===== src/rtl/ccff_bitstream_loader.sv =====
// ccff_bitstream_loader
//   Byte-to-serial loader for a configuration (ccff) chain. Bytes arrive over
//   a valid/ready handshake and are serialised MSB-first onto ccff_head until
//   exactly CHAIN_LEN bits have been presented. ccff_shift_en marks the
//   prog_clk edges on which the chain advances and is used upstream to gate
//   the chain clock.
//
//   Optional feature macro: CCFF_READBACK_EN
//     When defined, the load is followed by a CHAIN_LEN-cycle recirculation
//     pass (ccff_head = ccff_tail) that recomputes a CRC-8 over the tail bits
//     and raises the sticky err flag if it differs from the load CRC.
//     When undefined, ccff_tail is ignored and err is always 0.
//
// Ports
//   prog_clk      in   clock, rising edge
//   reset         in   asynchronous, active-high reset
//   start         in   begin a load (ignored while busy)
//   data_in[7:0]  in   configuration byte
//   data_valid    in   data_in is valid
//   data_ready    out  a byte is accepted this cycle if data_valid is high
//   ccff_head     out  serial bit to the chain head
//   ccff_shift_en out  chain advances on this edge
//   ccff_tail     in   chain tail (readback only)
//   busy          out  load or verify in progress
//   done          out  one-cycle completion pulse
//   err           out  sticky readback mismatch, cleared by start
//
// state  | meaning
// IDLE   | waiting for start
// FETCH  | data_ready high, waiting for a byte
// SHIFT  | presenting byte bits on ccff_head with ccff_shift_en high
// VERIFY | recirculating the chain and recomputing the CRC (readback only)
// FIN    | done pulse, busy low
module ccff_bitstream_loader #(
   parameter int CHAIN_LEN = 72,
   parameter int CNT_W     = $clog2(CHAIN_LEN + 1)
) (
   input  logic       prog_clk,
   input  logic       reset,
   input  logic       start,
   input  logic [7:0] data_in,
   input  logic       data_valid,
   output logic       data_ready,
   output logic       ccff_head,
   output logic       ccff_shift_en,
   input  logic       ccff_tail,
   output logic       busy,
   output logic       done,
   output logic       err
);

   typedef enum logic [2:0] {
      IDLE   = 3'd0,
      FETCH  = 3'd1,
      SHIFT  = 3'd2,
      VERIFY = 3'd3,
      FIN    = 3'd4
   } state_t;

   state_t           state;
   logic [7:0]       sreg;
   logic [CNT_W-1:0] rem_cnt;   // chain bits not yet presented (verify cycles left in VERIFY)
   logic [2:0]       byte_cnt;  // bits of the current byte still to present after this one
   logic             head_q;

`ifdef CCFF_READBACK_EN
   logic [7:0] crc_load;
   logic [7:0] crc_rb;
   logic       err_q;
`endif

   function automatic logic [7:0] crc8_step(input logic [7:0] crc, input logic b);
      logic fb;
      fb = crc[7] ^ b;
      return {crc[6:0], 1'b0} ^ (fb ? 8'h07 : 8'h00);
   endfunction

   always_ff @(posedge prog_clk or posedge reset) begin
      if (reset) begin
         state         <= IDLE;
         sreg          <= 8'h00;
         rem_cnt       <= '0;
         byte_cnt      <= 3'd0;
         head_q        <= 1'b0;
         data_ready    <= 1'b0;
         ccff_shift_en <= 1'b0;
         busy          <= 1'b0;
         done          <= 1'b0;
`ifdef CCFF_READBACK_EN
         crc_load      <= 8'h00;
         crc_rb        <= 8'h00;
         err_q         <= 1'b0;
`endif
      end else begin
         done <= 1'b0;
         case (state)
            IDLE: begin
               if (start) begin
                  state      <= FETCH;
                  data_ready <= 1'b1;
                  busy       <= 1'b1;
                  rem_cnt    <= CNT_W'(CHAIN_LEN);
`ifdef CCFF_READBACK_EN
                  crc_load   <= 8'h00;
                  err_q      <= 1'b0;
`endif
               end
            end

            FETCH: begin
               // The MSB goes out in the very next cycle, so it is taken
               // straight from data_in and the remainder parked in sreg.
               if (data_valid) begin
                  state         <= SHIFT;
                  data_ready    <= 1'b0;
                  ccff_shift_en <= 1'b1;
                  head_q        <= data_in[7];
                  sreg          <= {data_in[6:0], 1'b0};
                  rem_cnt       <= rem_cnt - CNT_W'(1);
                  byte_cnt      <= 3'd7;
`ifdef CCFF_READBACK_EN
                  crc_load      <= crc8_step(crc_load, data_in[7]);
`endif
               end
            end

            SHIFT: begin
               if (byte_cnt != 3'd0 && rem_cnt != '0) begin
                  head_q   <= sreg[7];
                  sreg     <= {sreg[6:0], 1'b0};
                  rem_cnt  <= rem_cnt - CNT_W'(1);
                  byte_cnt <= byte_cnt - 3'd1;
`ifdef CCFF_READBACK_EN
                  crc_load <= crc8_step(crc_load, sreg[7]);
`endif
               end else if (rem_cnt != '0) begin
                  state         <= FETCH;
                  data_ready    <= 1'b1;
                  ccff_shift_en <= 1'b0;
               end else begin
`ifdef CCFF_READBACK_EN
                  // Shift enable stays high straight into the recirculation pass.
                  state   <= VERIFY;
                  rem_cnt <= CNT_W'(CHAIN_LEN);
                  crc_rb  <= 8'h00;
`else
                  state         <= FIN;
                  ccff_shift_en <= 1'b0;
                  busy          <= 1'b0;
                  done          <= 1'b1;
`endif
               end
            end

`ifdef CCFF_READBACK_EN
            VERIFY: begin
               crc_rb <= crc8_step(crc_rb, ccff_tail);
               if (rem_cnt == CNT_W'(1)) begin
                  state         <= FIN;
                  ccff_shift_en <= 1'b0;
                  busy          <= 1'b0;
                  done          <= 1'b1;
                  err_q         <= (crc8_step(crc_rb, ccff_tail) != crc_load);
               end else begin
                  rem_cnt <= rem_cnt - CNT_W'(1);
               end
            end
`endif

            FIN: begin
               state <= IDLE;
            end

            default: begin
               state <= IDLE;
            end
         endcase
      end
   end

`ifdef CCFF_READBACK_EN
   // Recirculation needs the tail bit on the head in the same cycle, so the
   // head is a bypass mux during VERIFY rather than a registered copy.
   assign ccff_head = (state == VERIFY) ? ccff_tail : head_q;
   assign err       = err_q;
`else
   logic unused_tail;
   assign unused_tail = ccff_tail;
   assign ccff_head   = head_q;
   assign err         = 1'b0;
`endif

endmodule

===== config.mk =====
export PLATFORM = sky130hd
export DESIGN_NAME = ccff_bitstream_loader
export DESIGN_NICKNAME = d
export VERILOG_FILES = /design/src/rtl/ccff_bitstream_loader.sv
export SDC_FILE = /design/constraint.sdc
export NUM_CORES = 1
export LEC_CHECK = 0
export ABC_AREA = 1
export CELL_PAD_IN_SITES_DETAIL_PLACEMENT = 1
export CELL_PAD_IN_SITES_GLOBAL_PLACEMENT = 1
export CORE_MARGIN = 4
export CORE_UTILIZATION = 44
export CTS_BUF_LIST = sky130_fd_sc_hd__clkbuf_4
export DETAILED_ROUTE_END_ITERATION = 6
export PLACE_DENSITY = 0.84
export SLEW_MARGIN = 10
export SYNTH_ARGS = -nofsm -noshare
export SYNTH_HDL_FRONTEND = slang
export SYNTH_SLANG_ARGS = --single-unit
export TNS_END_PERCENT = 50

===== constraint.sdc =====
create_clock -name prog_clk -period 2.4 [get_ports prog_clk]
set_clock_uncertainty 0.15 [all_clocks]
set_input_delay 0.72 -clock prog_clk [delete_from_list [all_inputs] [get_ports prog_clk]]
set_output_delay 0.72 -clock prog_clk [all_outputs]
set_load 0.02 [all_outputs]

# == After elaboration in Yosys (flattened, before gate mapping) ==
# Index checks and enable logic that the tools add are counted.
# classes
eq_ne,8
n_reduce_logical,13
n_mux,32
n_addsub,2
# ops
operator,count
$mux 7,3
$pmux 7 s3,1
$mux 3,6
$mux 8,2
$pmux 8 s2,1
$mux 1,13
$ne 2x2->1 const B,6
$pmux 3 s3,1
$reduce_and 3->1,3
$reduce_and 4->1,2
$reduce_bool 7->1,1
$sub 7x1->7 const B,1
$pmux 1 s2,3
$pmux 3 s2,1
$reduce_bool 3->1,2
$reduce_and 5->1,1
$reduce_bool 2->1,2
$eq 3x1->1 const B,1
$eq 3x2->1 const B,1
$logic_not 3->1,1
$pmux 1 s3,1
$sub 3x1->3 const B,1
$logic_and 1x1->1,1
# totals
reg_bits,26
out_inout_bits,6
word_cells,64

# == Longest topological paths before layout ==
# depth
word_depth,4
ltp_mapped,10
ltp_nobuf,10

# == Worst setup path after synthesis ==
# No wires, ideal clock.
# synth_path
path_type,register -> register
from,reg rem_cnt[0]
to,reg byte_cnt[1]
setup_slack_ns,0.792
stages_incl_launch_ff,11
arrival_ns,1.340
n_path_buf,1
setup_time_ns,0.118
path_cell_list,dfrtp_1 > inv_1 > ha_1 > inv_1 > nor2_2 > nand2_2 > nand3_4 > nand2_4 > buf_12 > nor2_2 > nor2_2
# synth_via
elab_chain_len,4
# synth_lines
element,line,text
from (decl),62,logic [CNT_W-1:0] rem_cnt;
from (signal assigned),102,rem_cnt <= CNT_W'(CHAIN_LEN);
from (signal assigned),119,rem_cnt <= rem_cnt - CNT_W'(1);
from (signal assigned),131,rem_cnt <= rem_cnt - CNT_W'(1);
$reduce_bool 7->1,128,if (byte_cnt != 3'd0 && rem_cnt != '0) begin
$logic_and 1x1->1,128,
$ne 2x2->1 (no source line),-,
$reduce_and 3->1 (no source line),-,
to (signal assigned),132,byte_cnt <= byte_cnt - 3'd1;
to (decl),63,logic [2:0] byte_cnt;
# Every way passes these cells.
# A chain may end at the register's enable or synchronous reset.

# == Worst setup path after layout ==
# layout_path
from,reg ccff_shift_en
to,out ccff_shift_en
# layout_rtl
element,line,text
from (decl),45,"output logic ccff_shift_en,"
from (signal assigned),86,ccff_shift_en <= 1'b0;
from (signal assigned),116,ccff_shift_en <= 1'b1;
from (signal assigned),139,ccff_shift_en <= 1'b0;
# No word-level cell between the ends.

==> impl_metrics.env <==
export IMPL_synth_area_leader_cell="dfrtp_1"
export IMPL_synth_top_family_by_area="simple AND/OR/NAND/NOR gates"
export IMPL_clock_latency_ps=320
export IMPL_pin_count=19
export IMPL_vias_per_cell=5.10
export IMPL_synth_area_top_cells="dfrtp_1 43%, nand2_1 14%, inv_1 7.8%, nand3_1 7.3%, nor2_1 4.4%"
export IMPL_tritoncts="yes"
export IMPL_syn_nets=205
export IMPL_num_rows=20
export IMPL_crit_fanout=2
export IMPL_start_kind="register"
export IMPL_synth_xor_area_share_pct=0
export IMPL_grt_pass1_wl_um=5860
export IMPL_utilization_pct=54.0
export IMPL_slowest_stage="clkdlybuf4s50_1"
export IMPL_avgSynthCellArea_um2=7.67
export IMPL_drt_wl_total_um=3380
export IMPL_synth_top_area_share_pct=43.4
export IMPL_syn_inst=188
export IMPL_startpoint="ccff_shift_en"
export IMPL_clock_sinks=25
export IMPL_die_area_um2=4260
export IMPL_n_antenna_cell=0
export IMPL_rsz0062_at_grt="no"
export IMPL_yosysMostFrequentCell="nand2_1"
export IMPL_vias=1286
export IMPL_crit_cells=1
export IMPL_r2r_cells=10
export IMPL_finalSetupTns_ps=0
export IMPL_synth_compound_area_share_pct=7.81
export IMPL_cts_root_buf="clkbuf_4"
export IMPL_cap_violations=0
export IMPL_numCtsBuffers=3
export IMPL_setup_viol=0
export IMPL_cp_endpoint="ccff_shift_en"
export IMPL_routedWlPerCell_um=13.4
export IMPL_power_density_nw_per_um2=1270
export IMPL_antenna_found_initial=0
export IMPL_finalHoldViolations=0
export IMPL_post_route_period_util_pct=91.3
export IMPL_nets=226
export IMPL_worst_slack_ps=210
export IMPL_core_um2=3100
export IMPL_die_y_um=65.2
export IMPL_htree_levels=1
export IMPL_grt_pass1_vias=1336
export IMPL_start_util_pct=46.5
export IMPL_drt_initial_drc_count=72
export IMPL_fin_area_um2=1680
export IMPL_drive_gt1_share_pct=12.5
export IMPL_leakagePower_nw=0.900
export IMPL_place_area_um2=1650
export IMPL_required_ps=1530
export IMPL_fmax_mhz=457
export IMPL_yosysWarnings=0
export IMPL_drcViolationCount=0
export IMPL_ant_nets=0
export IMPL_synth_seq_cells=25
export IMPL_preCtsSetupSlack_ps=132
export IMPL_clkSlewWorstSetupHoldPaths_ps=140
export IMPL_worstPathCellList="clkdlybuf4s50_1"
export IMPL_cp_num_buf_inv=1
export IMPL_min_period_ps=2190
export IMPL_synth_simple_area_share_pct=34.4
export IMPL_reg2reg_from="rem_cnt[0]"
export IMPL_crit_type="reg2out"
export IMPL_port_buffers=16
export IMPL_syn_to_final_growth_pct=16.3
export IMPL_grt_max_degree=26
export IMPL_path_delay_family="buffers and inverters"
export IMPL_muxShareOfSynthArea_pct=0
export IMPL_timing_hold_ws_ps=352
export IMPL_synthDistinctLibCells=21
export IMPL_synth_seq_area_share_pct=43.4
export IMPL_firstDrtPassIters=4
export IMPL_dp_cells=248
export IMPL_synth_edf_count=0
export IMPL_die_w_um=65.2
export IMPL_synthTopCellsByCount="53 x nand2_1, 30 x inv_1, 25 x dfrtp_1, 21 x nand3_1, 17 x nor2_1"
export IMPL_synth_ff_type="dfrtp_1"
export IMPL_min_delay_path_class="reg2reg"
export IMPL_stdcell_count=252
export IMPL_status="complete, no violations"
export IMPL_async_flop_share_pct=100
export IMPL_cp_arrival_ps=1320
export IMPL_grtUsageTotal_pct=17.7
export IMPL_final_max_slew_violation_count=0
export IMPL_postCtsSetupBuffers=0
export IMPL_r2r_end="rem_cnt[5]"
export IMPL_grt_ovfl_total=0
export IMPL_clockBufferDepth=2
export IMPL_peakVddDrop_mv=0.593
export IMPL_syn_cell_area_um2=1440
export IMPL_routabilityCongestion=0.822
export IMPL_yosys_area_share_adder_pct=3.47
export IMPL_hpwl_um=2540
export IMPL_holdBufCountCts=0
export IMPL_p_total_mw=2.14
export IMPL_slowest_delay_ps=610
export IMPL_worstSetupEndpointType="output port"
export IMPL_cts_resized=0
export IMPL_r2r_slack_ps=540
==> layout make-up <==
class / count / area [um^2]
Tap cell: 44 / 55.1
Fill cell: 417 / 1430
Sequential cell: 25 / 626
Clock buffer: 4 / 30.0
Multi-Input combinational cell: 129 / 662
Inverter: 31 / 121
Timing Repair Buffer: 19 / 183
==> placed cells by master, fill, tap and decap left out <==
cell type	n
o21ai_2	6
nand3_1	21
a21oi_1	1
clkinv_4	1
clkbuf_4	4
nor2_2	5
nand4_1	1
nand2_2	2
nand2_4	2
dfrtp_1	25
nand3b_1	2
ha_1	4
nor2_4	2
conb_1	1
nand2_1	53
inv_1	30
clkdlybuf4s50_1	16
o21ai_0	11
nand3_4	1
nor2_1	17
buf_4	3
==> worst min path at each step <==
| stage | startpoint | endpoint | slack, ps | cells after the start |
|---|---|---|---|---|
| 6_report | data_ready | data_ready | 350 | 2 |
| 5_1_grt | data_ready | data_ready | 370 | 2 |
| 4_1_cts | busy | busy | 360 | 2 |
| 3_5_place_dp | busy | busy | 330 | 2 |
| 3_3_place_gp | data_ready | data_ready | 310 | 2 |
| 2_1_floorplan | rem_cnt[0] | rem_cnt[0] | 310 | 2 |
==> where the power goes <==
group | internal [mW] | switching [mW]
logic | 0.439 | 0.777
registers | 0.597 | 0.117
clock network | 0.0764 | 0.130
total | 1.11 | 1.02
==> state kept, by name (all words and copies together) (netlist names) <==
name	cells
data_ready	1
busy	1
rem_cnt	7
state	3
ccff_shift_en	1
done	1
byte_cnt	3
ccff_head	1
sreg	7
==> per-layer routing <==
metal	global-route usage, %	vias up	wire, um
met5	0	-	0
met4	3.89	0	27
met3	4.44	6	133
met2	32.6	34	1810
met1	20.5	625	1410
li1	-	621	-
==> logic make-up after synthesis <==
family	Yosys count
and+or+nand+nor	106
buffers and inverters	34
DFF	25
AOI/OAI and AO/OA	18
adders and majority gates	4
other	1
==> tightest hold or removal path, cell delays in order (launching register included) <==
cell	delay, ps
dfrtp_1	380
nand2_1	50
nand2_1	50
(Power assumes the default switching activity.)
